===== src/rtl/fetch_pkg.sv =====
// Shared types and constants for the instruction-fetch stage.
package fetch_pkg;

   localparam int XLEN    = 32;
   localparam int INSTR_W = 32;
   localparam int PC_INC  = 4;

   typedef enum logic {
      REQ  = 1'b0,
      WAIT = 1'b1
   } fetch_state_t;

   typedef struct packed {
      logic [XLEN-1:0]    pc;
      logic [INSTR_W-1:0] instr;
   } fetch_entry_t;

endpackage


===== src/rtl/fetch_fifo.sv =====
// Small synchronous FIFO of fetched {pc, instr} entries.
// A flush empties the buffer and overrides any push or pop in the same cycle.
module fetch_fifo
   import fetch_pkg::*;
#(
   parameter int DEPTH = 2
) (
   input  logic                         clk,
   input  logic                         reset_n,
   input  logic                         push,
   input  fetch_entry_t                 push_data,
   input  logic                         pop,
   input  logic                         flush,
   output logic [$clog2(DEPTH+1)-1:0]   count,
   output fetch_entry_t                 head
);

   localparam int AW = $clog2(DEPTH);
   localparam int CW = $clog2(DEPTH+1);

   fetch_entry_t  r_mem [DEPTH];
   logic [AW-1:0] r_rd_ptr;
   logic [AW-1:0] r_wr_ptr;
   logic [CW-1:0] r_count;

   // Pointer and occupancy tracking; reset and flush both return to empty
   always_ff @(posedge clk) begin
      if (!reset_n || flush) begin
         r_rd_ptr <= '0;
         r_wr_ptr <= '0;
         r_count  <= '0;
      end else begin
         if (push) r_wr_ptr <= r_wr_ptr + AW'(1);
         if (pop)  r_rd_ptr <= r_rd_ptr + AW'(1);
         case ({push, pop})
            2'b10:   r_count <= r_count + CW'(1);
            2'b01:   r_count <= r_count - CW'(1);
            default: r_count <= r_count;
         endcase
      end
   end

   // Entry storage; data is not reset, validity is carried by the count
   always_ff @(posedge clk) begin
      if (push && !flush) r_mem[r_wr_ptr] <= push_data;
   end

   assign count = r_count;
   assign head  = r_mem[r_rd_ptr];

endmodule


===== src/rtl/fetch_unit.sv =====
// Instruction-fetch stage: holds the PC, issues one outstanding request at a
// time to instruction memory, buffers responses and hands them to decode.
// A taken redirect flushes the buffer and marks any in-flight response for drop.
module fetch_unit #(
   parameter int              XLEN       = 32,
   parameter logic [XLEN-1:0] RESET_PC   = '0,
   parameter int              FIFO_DEPTH = 2
) (
   input  logic            clk,
   input  logic            reset_n,
   input  logic            pc_sel,
   input  logic [XLEN-1:0] branch_target,
   output logic            imem_req,
   output logic [XLEN-1:0] imem_addr,
   input  logic            imem_ready,
   input  logic            imem_rvalid,
   input  logic [31:0]     imem_rdata,
   output logic            if_valid,
   input  logic            if_ready,
   output logic [31:0]     if_instr,
   output logic [XLEN-1:0] if_pc
);

   import fetch_pkg::*;

   localparam int CW = $clog2(FIFO_DEPTH+1);

   fetch_state_t    r_state;
   logic [XLEN-1:0] r_pc;
   logic [XLEN-1:0] r_req_pc;
   logic            r_drop;

   logic            w_accept;
   logic            w_push;
   logic            w_pop;
   logic [CW-1:0]   w_count;
   fetch_entry_t    w_head;
   fetch_entry_t    w_push_entry;
   logic [XLEN-1:0] w_target;

   // Low two target bits are forced to zero so every fetch is word aligned
   assign w_target = branch_target & ~XLEN'(3);

   // A request is only offered when a buffer slot is free, so the response
   // of the single outstanding request can always be pushed
   assign imem_req  = reset_n && (r_state == REQ) && (w_count < CW'(FIFO_DEPTH));
   assign imem_addr = r_pc;
   assign w_accept  = imem_req && imem_ready;

   // A response arriving together with a redirect is wrong-path and is discarded
   assign w_push       = (r_state == WAIT) && imem_rvalid && !r_drop && !pc_sel;
   assign w_push_entry = {r_req_pc, imem_rdata};
   assign w_pop        = if_valid && if_ready;

   // Fetch FSM and PC; a redirect overrides the sequential +4
   always_ff @(posedge clk) begin
      if (!reset_n) begin
         r_state <= REQ;
         r_pc    <= RESET_PC;
         r_drop  <= 1'b0;
      end else begin
         case (r_state)
            REQ: begin
               if (w_accept) begin
                  r_req_pc <= r_pc;
                  r_state  <= WAIT;
                  r_drop   <= pc_sel;
               end
            end
            WAIT: begin
               if (imem_rvalid) begin
                  r_drop  <= 1'b0;
                  r_state <= REQ;
               end else if (pc_sel) begin
                  r_drop  <= 1'b1;
               end
            end
            default: r_state <= REQ;
         endcase
         if (pc_sel)        r_pc <= w_target;
         else if (w_accept) r_pc <= r_pc + XLEN'(PC_INC);
      end
   end

   fetch_fifo #(
      .DEPTH(FIFO_DEPTH)
   ) u_fifo (
      .clk       (clk),
      .reset_n   (reset_n),
      .push      (w_push),
      .push_data (w_push_entry),
      .pop       (w_pop),
      .flush     (pc_sel),
      .count     (w_count),
      .head      (w_head)
   );

   assign if_valid = reset_n && (w_count != '0);
   assign if_instr = w_head.instr;
   assign if_pc    = w_head.pc;

endmodule

===== config.mk =====
export PLATFORM = sky130hd
export DESIGN_NAME = fetch_unit
export DESIGN_NICKNAME = d
export VERILOG_FILES = /design/src/rtl/fetch_pkg.sv /design/src/rtl/fetch_fifo.sv /design/src/rtl/fetch_unit.sv
export SDC_FILE = /design/constraint.sdc
export NUM_CORES = 1
export LEC_CHECK = 0
export ABC_AREA = 1
export CORE_MARGIN = 2
export CORE_UTILIZATION = 55
export DETAILED_ROUTE_END_ITERATION = 10
export GPL_ROUTABILITY_DRIVEN = 0
export GPL_TIMING_DRIVEN = 0
export HOLD_SLACK_MARGIN = 0.03
export PLACE_DENSITY_LB_ADDON = 0.1
export SYNTH_ARGS = -nofsm -noshare
export SYNTH_HDL_FRONTEND = slang
export SYNTH_HIERARCHICAL = 1
export SYNTH_SLANG_ARGS = --single-unit

===== constraint.sdc =====
create_clock -name clk -period 11.9 [get_ports clk]
set_input_delay 2.38 -clock clk [delete_from_list [all_inputs] [get_ports clk]]
set_output_delay 2.38 -clock clk [all_outputs]
set_load 0.005 [all_outputs]

==> results of run 1 <==
path summary, 6_finish.rpt:
kind	endpoint	slack, ns	startpoint
worst max-delay path	imem_req	5.25	reset_n
worst min register to register	u_fifo/r_mem[1][54]	0.45	r_req_pc[22]
worst min-delay path	u_fifo/r_mem[1][54]	0.45	r_req_pc[22]
worst max register to register	u_fifo/r_mem[1][7]	9.53	r_state
placed cells by master, fill, tap and decap left out, types with 3 or more instances in the layout:
cell type | Yosys | routed
nand2_1 | 116 | 116
clkbuf_1 | 5 | 5
dfxtp_1 | 37 | 37
nor2_1 | 45 | 45
inv_2 | 3 | 4
a21oi_1 | 28 | 28
nor2_2 | 7 | 7
buf_12 | 6 | 6
a21oi_2 | 3 | 3
nor2_4 | 3 | 3
a31oi_1 | 3 | 3
xnor2_1 | 4 | 4
bufinv_16 | 0 | 5
nand3_1 | 29 | 29
o21ai_0 | 18 | 18
xor2_1 | 8 | 8
clkdlybuf4s50_1 | 0 | 163
buf_6 | 2 | 12
clkbuf_16 | 0 | 17
nand4_1 | 3 | 3
edfxtp_1 | 158 | 158
nor3_1 | 7 | 5
o21ai_1 | 7 | 7
mux2_2 | 4 | 4
clkinvlp_4 | 0 | 4
conb_1 | 1 | 6
buf_2 | 3 | 3
inv_1 | 57 | 56
mux2_4 | 60 | 60
power breakdown:
group / switching [mW] / total (mW) / leakage [nW] / internal (mW)
logic: 0.0378 / 0.0841 / 1.89 / 0.0463
clock network: 0.252 / 0.633 / 0.311 / 0.382
registers: 0.0157 / 0.767 / 1.74 / 0.751
total: 0.305 / 1.48 / 3.94 / 1.18
cells by family (layout without fill, tap and decap cells):
family / Yosys count / count (layout) / share of synthesized area [%]
other: 1 / 6 / 0.0454
and+or+nand+nor: 218 / 218 / 11.5
AOI/OAI and AO/OA: 61 / 61 / 3.94
muxes: 64 / 64 / 11.4
buffers and inverters: 80 / 287 / 5.13
DFF: 195 / 195 / 66.4
adders and majority gates: 2 / 2 / 0.303
xor gates and xnor gates: 12 / 12 / 1.27
registers in the layout, indices dropped and copies added, names as in the netlist, named ones only:
register / flops
u_fifo/r_wr_ptr: 1
imem_addr: 30
r_drop: 1
r_state: 1
r_req_pc: 30
u_fifo/r_rd_ptr: 1
u_fifo/count: 2
u_fifo/r_mem: 128
critical path, delay by kind of cell:
| kind | cells | cell delay, ns |
|---|---|---|
| and+or+nand+nor | 1 | 0.23 |
| buffers and inverters | 4 | 1.66 |
layer usage:
layer  wire (um)  up-vias  track usage [%]
met5           0        -                0
met4         437        0             9.44
li1            -     2587                -
met1        7230     2634             27.9
met3        1260       43             4.43
met2        9070      261             38.6
area by class of cell:
class                           count  area (um^2)  share of cell area (%)
Sequential cell                   195         5490                    50.0
Multi-Input combinational cell    363         2380                    21.7
Timing Repair Buffer              175         1770                    16.2
Clock buffer                       18          439                    4.01
Tap cell                          184          230                    2.10
Inverter                           61          229                    2.09
Clock inverter                     14          226                    2.07
Buffer                             19          195                    1.78
==> key figures, run 1 <==
Floorplan
  – Initial Util: 56.6%
  – Row cnt: 44
  – Io pins: 168
  – Die area: 0.0160 mm^2
  – Die width: 127 um
  – Die Y: 127 um
  – Core Region: 0.0146 mm^2

Power and ir drop
  – Worst vdd ir: 102 uV
  – PD cells: 135 mW/mm^2
  – Pwr Total: 1.48 mW
  – Leak: 3.94 nW

Final layout
  – Layout cells sized above 1: 17.0%
  – Final Cell Area: 0.0110 mm^2
  – Area Overhead vs Synth: 32.7%
  – Nets: 904
  – Finished Core Util: 75.1%
  – Antenna cell count: 0
  – Final Non-Filler Cells: 1029
  – Fillcell total: 933

Synth
  – Syn_area_per_cell: 13.1 um^2
  – Async SR Flop Fraction: 0%
  – Area contributors post-synth: edfxtp_1, mux2_4, dfxtp_1
  – Syn Std Cell Area: 0.00826 mm^2
  – Dominant synthesized flop cell: edfxtp_1
  – Count leader, synth: edfxtp_1
  – Syn. warnings: 6
  – Post-synth cell types: 37
  – Commonest cells in the netlist: edfxtp_1, nand2_1, mux2_4
  – Seq/Total Area, Yosys: 66.4%
  – Post-synthesis register bit count: 195
  – Top cell type's share of synthesized area: 57.4%
  – Post-Syn Instances: 633
  – Post-synth EDFFs: 158
  – Synth area leader: edfxtp_1

Worst setup path
  – WP data required: 9.52 ns
  – WS Path Type: in -> out
  – Most used cell along the critical path: clkdlybuf4s50_1
  – Cells along the critical path: clkdlybuf4s50_1 > inv_1 > clkbuf_1 > nor3_1 > clkdlybuf4s50_1
  – CP Max Fanout: 10
  – Setup crit start kind: input pin
  – Crit. End Element: output port
  – Critical path's largest stage delay: 0.73 ns
  – Worst R2R Path Depth: 8
  – CP arrival: 4.27 ns
  – Crit path max-delay cell type: clkdlybuf4s50_1

Clocking
  – TritonCTS clock tree: yes
  – CTS buffer count: 17
  – Max Root-Sink Buffers: 2
  – Hold-fix buffers, CTS: 0
  – CTS root buf: clkbuf_16
  – Worst-skew pair later-pin latency: 0.44 ns
  – H-tree Lvls: 4
  – Post-cts sizing count: 0
  – Worst-path clk slew: 0.07 ns
  – Postcts setup bufs: 0
  – # clock sinks: 195

STA
  – Slew Viols, Final: 0
  – Worst setup margin: 5.25 ns
  – Slew @ Worst Pin: 0.802 ns
  – Setup Total Neg Slack: 0 ns
  – Skew final: 0.0104 ns
  – Final hold violation count: 0
  – Crit share post-route: 55.8%
  – Final setup vio count: 0
  – RSZ-0062 raised after global routing: no
  – Max transition margin: 46.4%
  – Hold slack: 0.446 ns
  – Tmin final: 6.65 ns
  – Fmax: 0.150 GHz

Hold path
  – Hold path cells: 0
  – Min-delay worst type: reg -> reg

Route
  – 1st-pass router iterations: 5
  – Via count: 5525
  – Final ANT Viol Nets: 0
  – Drt via density: 5.37
  – Avg WL per Cell: 17.5 um
  – DRC Markers: 0
  – Post-Route WL: 18000 um
  – DR iter-0 viols: 465

Global route
  – Gr usage total: 22.5%
  – First-pass GRT wire length: 27800 um
  – Largest net degree at the start of global routing: 36
  – Antenna violations before repair: 0
  – Vias in the first global route: 5417
  – Grt ovf: 0

Place
  – HPWL after DPL: 12700 um
  – Dpl cells: 997
  – Area after DPL: 0.0103 mm^2
  – Place WS: 5.31 ns
  – Port Buffers: 163

Run
  – Max-capacitance violation count: 0

Status
  – Status: finished, final reports clean
Note: power is estimated with default switching activity, not from simulation.
==> run 2: changes to the inputs <==
--- a/config.mk
+++ b/config.mk
@@ -7,7 +7,7 @@
 export LEC_CHECK = 0
 export ABC_AREA = 1
 export CORE_MARGIN = 2
-export CORE_UTILIZATION = 55
+export CORE_UTILIZATION = 52
 export DETAILED_ROUTE_END_ITERATION = 10
 export GPL_ROUTABILITY_DRIVEN = 0
 export GPL_TIMING_DRIVEN = 0
==> constraint.sdc (replaced) <==
create_clock -name clk -period 6.85 [get_ports clk]
set_input_delay 1.37 -clock clk [delete_from_list [all_inputs] [get_ports clk]]
set_output_delay 1.37 -clock clk [all_outputs]
set_load 0.005 [all_outputs]
==> key figures, run 2 (synthesis results as in run 1) <==
Global route
  – Grt ovf: 0 (unchanged)
  – Gr usage total: 20.6% (-1.8 points)
  – Antenna violations before repair: 0 (unchanged)
  – First-pass GRT wire length: 26400 um (-5.1%)
  – Largest net degree at the start of global routing: 25 (-31%)
  – Vias in the first global route: 5139 (-5.1%)

STA
  – Slew @ Worst Pin: 0.695 ns (-0.107 ns)
  – Hold slack: 0.442 ns (-0.00440 ns)
  – Skew final: 0.00780 ns (-0.00259 ns)
  – Final setup vio count: 0 (unchanged)
  – Max transition margin: 53.4% (+6.9 points)
  – Crit share post-route: 67.2%
  – Fmax: 0.217 GHz
  – Slew Viols, Final: 0 (unchanged)
  – Worst setup margin: 2.25 ns (-3.00 ns)
  – Tmin final: 4.60 ns
  – RSZ-0062 raised after global routing: no
  – Final hold violation count: 0 (unchanged)

Floorplan
  – Die Y: 130 um (+2.8%)
  – Core Region: 0.0157 mm^2 (+7.7%)
  – Row cnt: 46 (+4.5%)
  – Die width: 130 um (+2.8%)
  – Io pins: 168 (unchanged)
  – Initial Util: 52.6% (-4.0 points)
  – Die area: 0.0169 mm^2 (+5.6%)

Power and ir drop
  – Worst vdd ir: 168 uV (+65%)
  – PD cells: 228 mW/mm^2 (+68%)
  – Leak: 3.94 nW (about the same)

Worst setup path
  – WS Path Type: in -> out
  – WP data required: 5.48 ns (-4.04 ns)
  – Most used cell along the critical path: clkdlybuf4s50_1
  – Crit path max-delay cell type: clkdlybuf4s50_1
  – CP arrival: 3.23 ns (-1.04 ns)
  – Setup crit start kind: input pin
  – CP Max Fanout: 10 (unchanged)
  – Critical path's largest stage delay: 0.71 ns (-0.02 ns)
  – Crit. End Element: output port
  – R2R setup slack: 4.44 ns (-5.09 ns)
  – Cells along the critical path: clkdlybuf4s50_1 > inv_1 > clkbuf_1 > nor3_1 > clkdlybuf4s50_1

Status
  – Status: finished, final reports clean

Clocking
  – Worst-skew pair later-pin latency: 0.42 ns (-0.02 ns)
  – Postcts setup bufs: 0 (unchanged)
  – H-tree Lvls: 4 (unchanged)
  – TritonCTS clock tree: yes
  – Worst-path clk slew: 0.07 ns (about the same)
  – CTS root buf: clkbuf_16
  – CTS buffer count: 17 (unchanged)
  – Post-cts sizing count: 0 (unchanged)
  – # clock sinks: 195 (unchanged)
  – Max Root-Sink Buffers: 2 (unchanged)
  – Hold-fix buffers, CTS: 0 (unchanged)

Place
  – HPWL after DPL: 12400 um (-2.2%)
  – Place WS: 2.27 ns (-3.04 ns)
  – Port Buffers: 163 (unchanged)

Run
  – Max-capacitance violation count: 0 (unchanged)

Route
  – Post-Route WL: 17100 um (-4.9%)
  – Via count: 5355 (-3.1%)
  – Final ANT Viol Nets: 0 (unchanged)
  – Avg WL per Cell: 16.1 um (-7.9%)
  – DRC Markers: 0 (unchanged)
  – 1st-pass router iterations: 5 (unchanged)
  – Drt via density: 5.04 (-6.1%)
  – DR iter-0 viols: 399 (-14%)

Final layout
  – Max FFs per register: 128 (unchanged)
  – Fillcell total: 1095 (+17%)
  – Layout cells sized above 1: 16.9% (-0.14 points)
  – Commonest cells after routing, fill and taps aside: clkdlybuf4s50_1, edfxtp_1, nand2_1
  – Area Overhead vs Synth: 32.8% (about the same)
  – Area of the multi-input gates: 0.00238 mm^2 (unchanged)
  – Most common cell after layout, fill and taps aside: clkdlybuf4s50_1
  – Antenna cell count: 0 (unchanged)
  – Nets: 905 (+0.11%)
  – Finished Core Util: 69.8% (-5.3 points)
  – Register area: 0.00549 mm^2 (unchanged)
  – Largest register by flop count: u_fifo/r_mem

Hold path
  – Min-delay worst type: reg -> reg
## run 2: cell types whose count changed in the layout (fill, tap and decap cells not counted)
cell,before,now
inv_8,1,0
inv_1,56,57
buf_4,2,4
clkinvlp_4,4,2
clkbuf_8,1,3
bufinv_16,5,3
buf_16,0,1
buf_8,2,0
clkinv_2,0,2
inv_2,4,3
clkbuf_1,5,6
## run 2: worst paths after layout
kind,end,depth (start not counted),from
setup / recovery,imem_req,5,reset_n
hold / removal,u_fifo/r_mem[0][40],0,r_req_pc[8]
setup reg to reg,u_fifo/r_mem[0][7],7,r_state
hold reg to reg,u_fifo/r_mem[0][40],0,r_req_pc[8]
## run 2: power by group
group | internal [mW] | switching, mW
sequential | 1.31 | 0.0258
combinational | 0.0820 | 0.0638
clock | 0.606 | 0.419
total | 1.99 | 0.508
## run 2: layer usage
metal / track usage, % / share of wire, % / vias up
met5: 0 / 0 / -
met4: 8.92 / 2.2 / 0
met3: 4.67 / 6.2 / 35
met2: 34.9 / 50 / 229
met1: 25.7 / 42 / 2505
li1: - / - / 2586
## run 2: final cells by class
cell class / instances / area share, %
plain buffers: 19 / 1.78
clock buffers: 21 / 4.29
clock inverters: 11 / 1.37
inverters: 61 / 2.09
multi-input cells: 363 / 21.7
flip-flops and latches: 195 / 50.0
well taps: 216 / 2.46
repair buffers: 176 / 16.3
## run 2: critical path: cells and delay by family
kind,cells,cell delay (ns)
and+or+nand+nor,1,0.22
buffers and inverters,4,1.63
## run 2: stage by stage
| stage | total power, mW | setup TNS [ns] | area, um^2 | instances |
|---|---|---|---|---|
| after CTS | 2.52 | 0 | 11000 | 1062 |
| after global placement | 1.49 | -448.57 | 10200 | 1017 |
| final | 2.50 | 0 | 11000 | 1062 |
| after global routing | 2.58 | 0 | 11000 | 1062 |
| after detailed placement | 1.50 | 0 | 10300 | 1030 |
| after floorplan | 1.40 | -20.81 | 8280 | 638 |
==> run 3: changes to the inputs <==
--- a/config.mk
+++ b/config.mk
@@ -7,7 +7,7 @@
 export LEC_CHECK = 0
 export ABC_AREA = 1
 export CORE_MARGIN = 2
-export CORE_UTILIZATION = 52
+export CORE_UTILIZATION = 47
 export DETAILED_ROUTE_END_ITERATION = 10
 export GPL_ROUTABILITY_DRIVEN = 0
 export GPL_TIMING_DRIVEN = 0
==> constraint.sdc (replaced) <==
create_clock -name clk -period 4.1 [get_ports clk]
set_input_delay 0.82 -clock clk [delete_from_list [all_inputs] [get_ports clk]]
set_output_delay 0.82 -clock clk [all_outputs]
set_load 0.005 [all_outputs]
==> key figures, run 3 (synthesis results as in run 1) <==
Power and ir drop
  – PD cells: 371 mW/mm^2 (+63%)
  – Pwr Total: 4.04 mW (+62%)
  – Worst vdd ir: 292 uV (+74%)
  – Leak: 3.89 nW (-1.3%)

Worst setup path
  – Crit path max-delay cell type: clkdlybuf4s50_1
  – Most used cell along the critical path: clkdlybuf4s50_1
  – Setup crit start kind: input pin
  – WP data required: 3.28 ns (-2.20 ns)
  – R2R setup slack: 1.81 ns (-2.63 ns)
  – WS Path Type: in -> out
  – Critical path's largest stage delay: 0.72 ns (about the same)
  – FF-to-FF Start: r_state
  – Worst R2R Path Depth: 6 (-1)
  – Buf+Inv Stages, Crit Path: 4 (unchanged)
  – CP arrival: 2.72 ns (-0.51 ns)
  – CP Max Fanout: 10 (unchanged)
  – Cells along the critical path: clkdlybuf4s50_1 > inv_1 > clkbuf_1 > nor3_1 > clkdlybuf4s50_1
  – Crit path max-delay family: buffers and inverters
  – Reg-to-Reg End: u_fifo/r_mem[1][9]
  – Crit. Startpoint: reset_n
  – Crit. End Element: output port

Global route
  – Vias in the first global route: 5204 (+1.3%)
  – Gr usage total: 18.8% (-1.9 points)
  – Antenna violations before repair: 0 (unchanged)
  – Grt ovf: 0 (unchanged)
  – Largest net degree at the start of global routing: 36 (+44%)
  – First-pass GRT wire length: 26400 um (+0.31%)

Route
  – Final ANT Viol Nets: 0 (unchanged)
  – Drt via density: 4.93 (-2.2%)
  – Post-Route WL: 17100 um (+0.13%)
  – DR iter-0 viols: 349 (-13%)
  – Via count: 5245 (-2.1%)
  – DRC Markers: 0 (unchanged)
  – 1st-pass router iterations: 6 (+1)
  – Avg WL per Cell: 16.1 um (about the same)

Clocking
  – TritonCTS clock tree: yes
  – # clock sinks: 195 (unchanged)
  – Postcts setup bufs: 0 (unchanged)
  – H-tree Lvls: 4 (unchanged)
  – Max Root-Sink Buffers: 2 (unchanged)
  – Post-cts sizing count: 0 (unchanged)
  – Worst-path clk slew: 0.07 ns (about the same)
  – Worst-skew pair later-pin latency: 0.43 ns (about the same)
  – Hold-fix buffers, CTS: 0 (unchanged)
  – CTS root buf: clkbuf_16
  – CTS buffer count: 17 (unchanged)

Place
  – HPWL after DPL: 12500 um (+0.65%)
  – Place WS: 0.215 ns (-2.05 ns)
  – Port Buffers: 163 (unchanged)
  – Area after DPL: 0.0103 mm^2 (-0.16%)

STA
  – Max transition margin: 44.8% (-8.6 points)
  – Skew final: 0.00951 ns (+0.00171 ns)
  – Setup Total Neg Slack: 0 ns (unchanged)
  – Final hold violation count: 0 (unchanged)
  – Final setup vio count: 0 (unchanged)
  – Slew Viols, Final: 0 (unchanged)
  – Slew @ Worst Pin: 0.827 ns (+0.131 ns)
  – Worst setup margin: 0.565 ns (-1.69 ns)
  – RSZ-0062 raised after global routing: no
  – Fmax: 0.283 GHz
  – Tmin final: 3.54 ns
  – Crit share post-route: 86.2%

Status
  – Status: finished, final reports clean

Hold path
  – Hold path cells: 0 (unchanged)
  – Worst min-delay path endpoint: u_fifo/r_mem[1][53]
  – Min-delay worst type: reg -> reg
  – Hold path start: r_req_pc[21]

Final layout
  – Fillcell total: 1286 (+17%)
  – Finished Core Util: 63.2% (-6.6 points)
  – Largest register by flop count: u_fifo/r_mem
  – Area Overhead vs Synth: 31.9%
  – Max FFs per register: 128 (unchanged)
  – Final Cell Area: 0.0109 mm^2 (-0.64%)
  – Layout cells sized above 1: 16.3% (-0.57 points)
  – Nets: 898 (-0.77%)
  – Commonest cells after routing, fill and taps aside: clkdlybuf4s50_1, edfxtp_1, nand2_1
  – Most common cell after layout, fill and taps aside: clkdlybuf4s50_1
  – Antenna cell count: 0 (unchanged)

Floorplan
  – Io pins: 168 (unchanged)
  – Die area: 0.0187 mm^2 (+10%)
  – Initial Util: 47.9% (-4.6 points)
  – Row cnt: 48 (+4.3%)
  – Core Region: 0.0172 mm^2 (+9.7%)
  – Die width: 137 um (+5.0%)
  – Die Y: 137 um (+5.0%)

Run
  – Max-capacitance violation count: 0 (unchanged)
run 3: cell count changes in the layout (fill, tap and decap cells not counted), moves of 2 or more:
cell / delta
nor3_2: -2
nor3_4: +2
buf_4: -2
bufinv_16: -2
buf_8: +4
inv_6: +2
clkbuf_8: -2
buf_6: -10
run 3: worst reg2reg max path: cells and delay by family, from the launching register on:
family / cells / cell delay [ns]
buffers and inverters: 4 / 0.78
AND/OR/NAND/NOR: 2 / 0.87
flip-flops: 1 / 0.33
run 3: how the worst max path moves through the flow:
stage | endpoint | slack, ns | cells after the start
finish | imem_req | 0.56 | 5
detailed placement | u_fifo/r_mem[1][5] | 0.22 | 8
global route | imem_req | 0.46 | 5
floorplan | u_fifo/r_mem[0][0] | -0.41 | 5
global placement | u_fifo/r_mem[1][0] | -2.72 | 6
CTS | imem_req | 0.56 | 5
run 3: where the power goes:
part	switching (mW)	internal [mW]	total, mW
clock network	0.716	0.863	1.58
registers	0.0426	2.18	2.22
logic	0.107	0.134	0.241
run 3: cell type report:
type	count	area [um^2]	share of cell area [%]
plain buffers	19	195	1.79
clock buffers	19	443	4.06
clock inverters	13	124	1.14
inverters	61	229	2.10
multi-input cells	363	2390	22.0
flip-flops and latches	195	5490	50.3
well taps	225	282	2.58
repair buffers	169	1750	16.0
run 3: through the flow:
| stage | instances | hold slack (ns) |
|---|---|---|
| after global routing | 1064 | 0.445 |
| after floorplan | 638 | 0.421 |
| final | 1064 | 0.442 |
| after CTS | 1064 | 0.443 |
| after detailed placement | 1032 | 0.429 |
| after global placement | 1026 | 0.424 |
run 3: layer usage:
layer / share of wire (%) / track usage, % / up-vias / wire length, um
met5: 0 / 0 / - / 0
met4: 2.6 / 8.56 / 0 / 449
met3: 5.7 / 3.96 / 31 / 981
met2: 49 / 31.4 / 199 / 8380
met1: 43 / 23.5 / 2452 / 7320
li1: - / - / 2563 / -
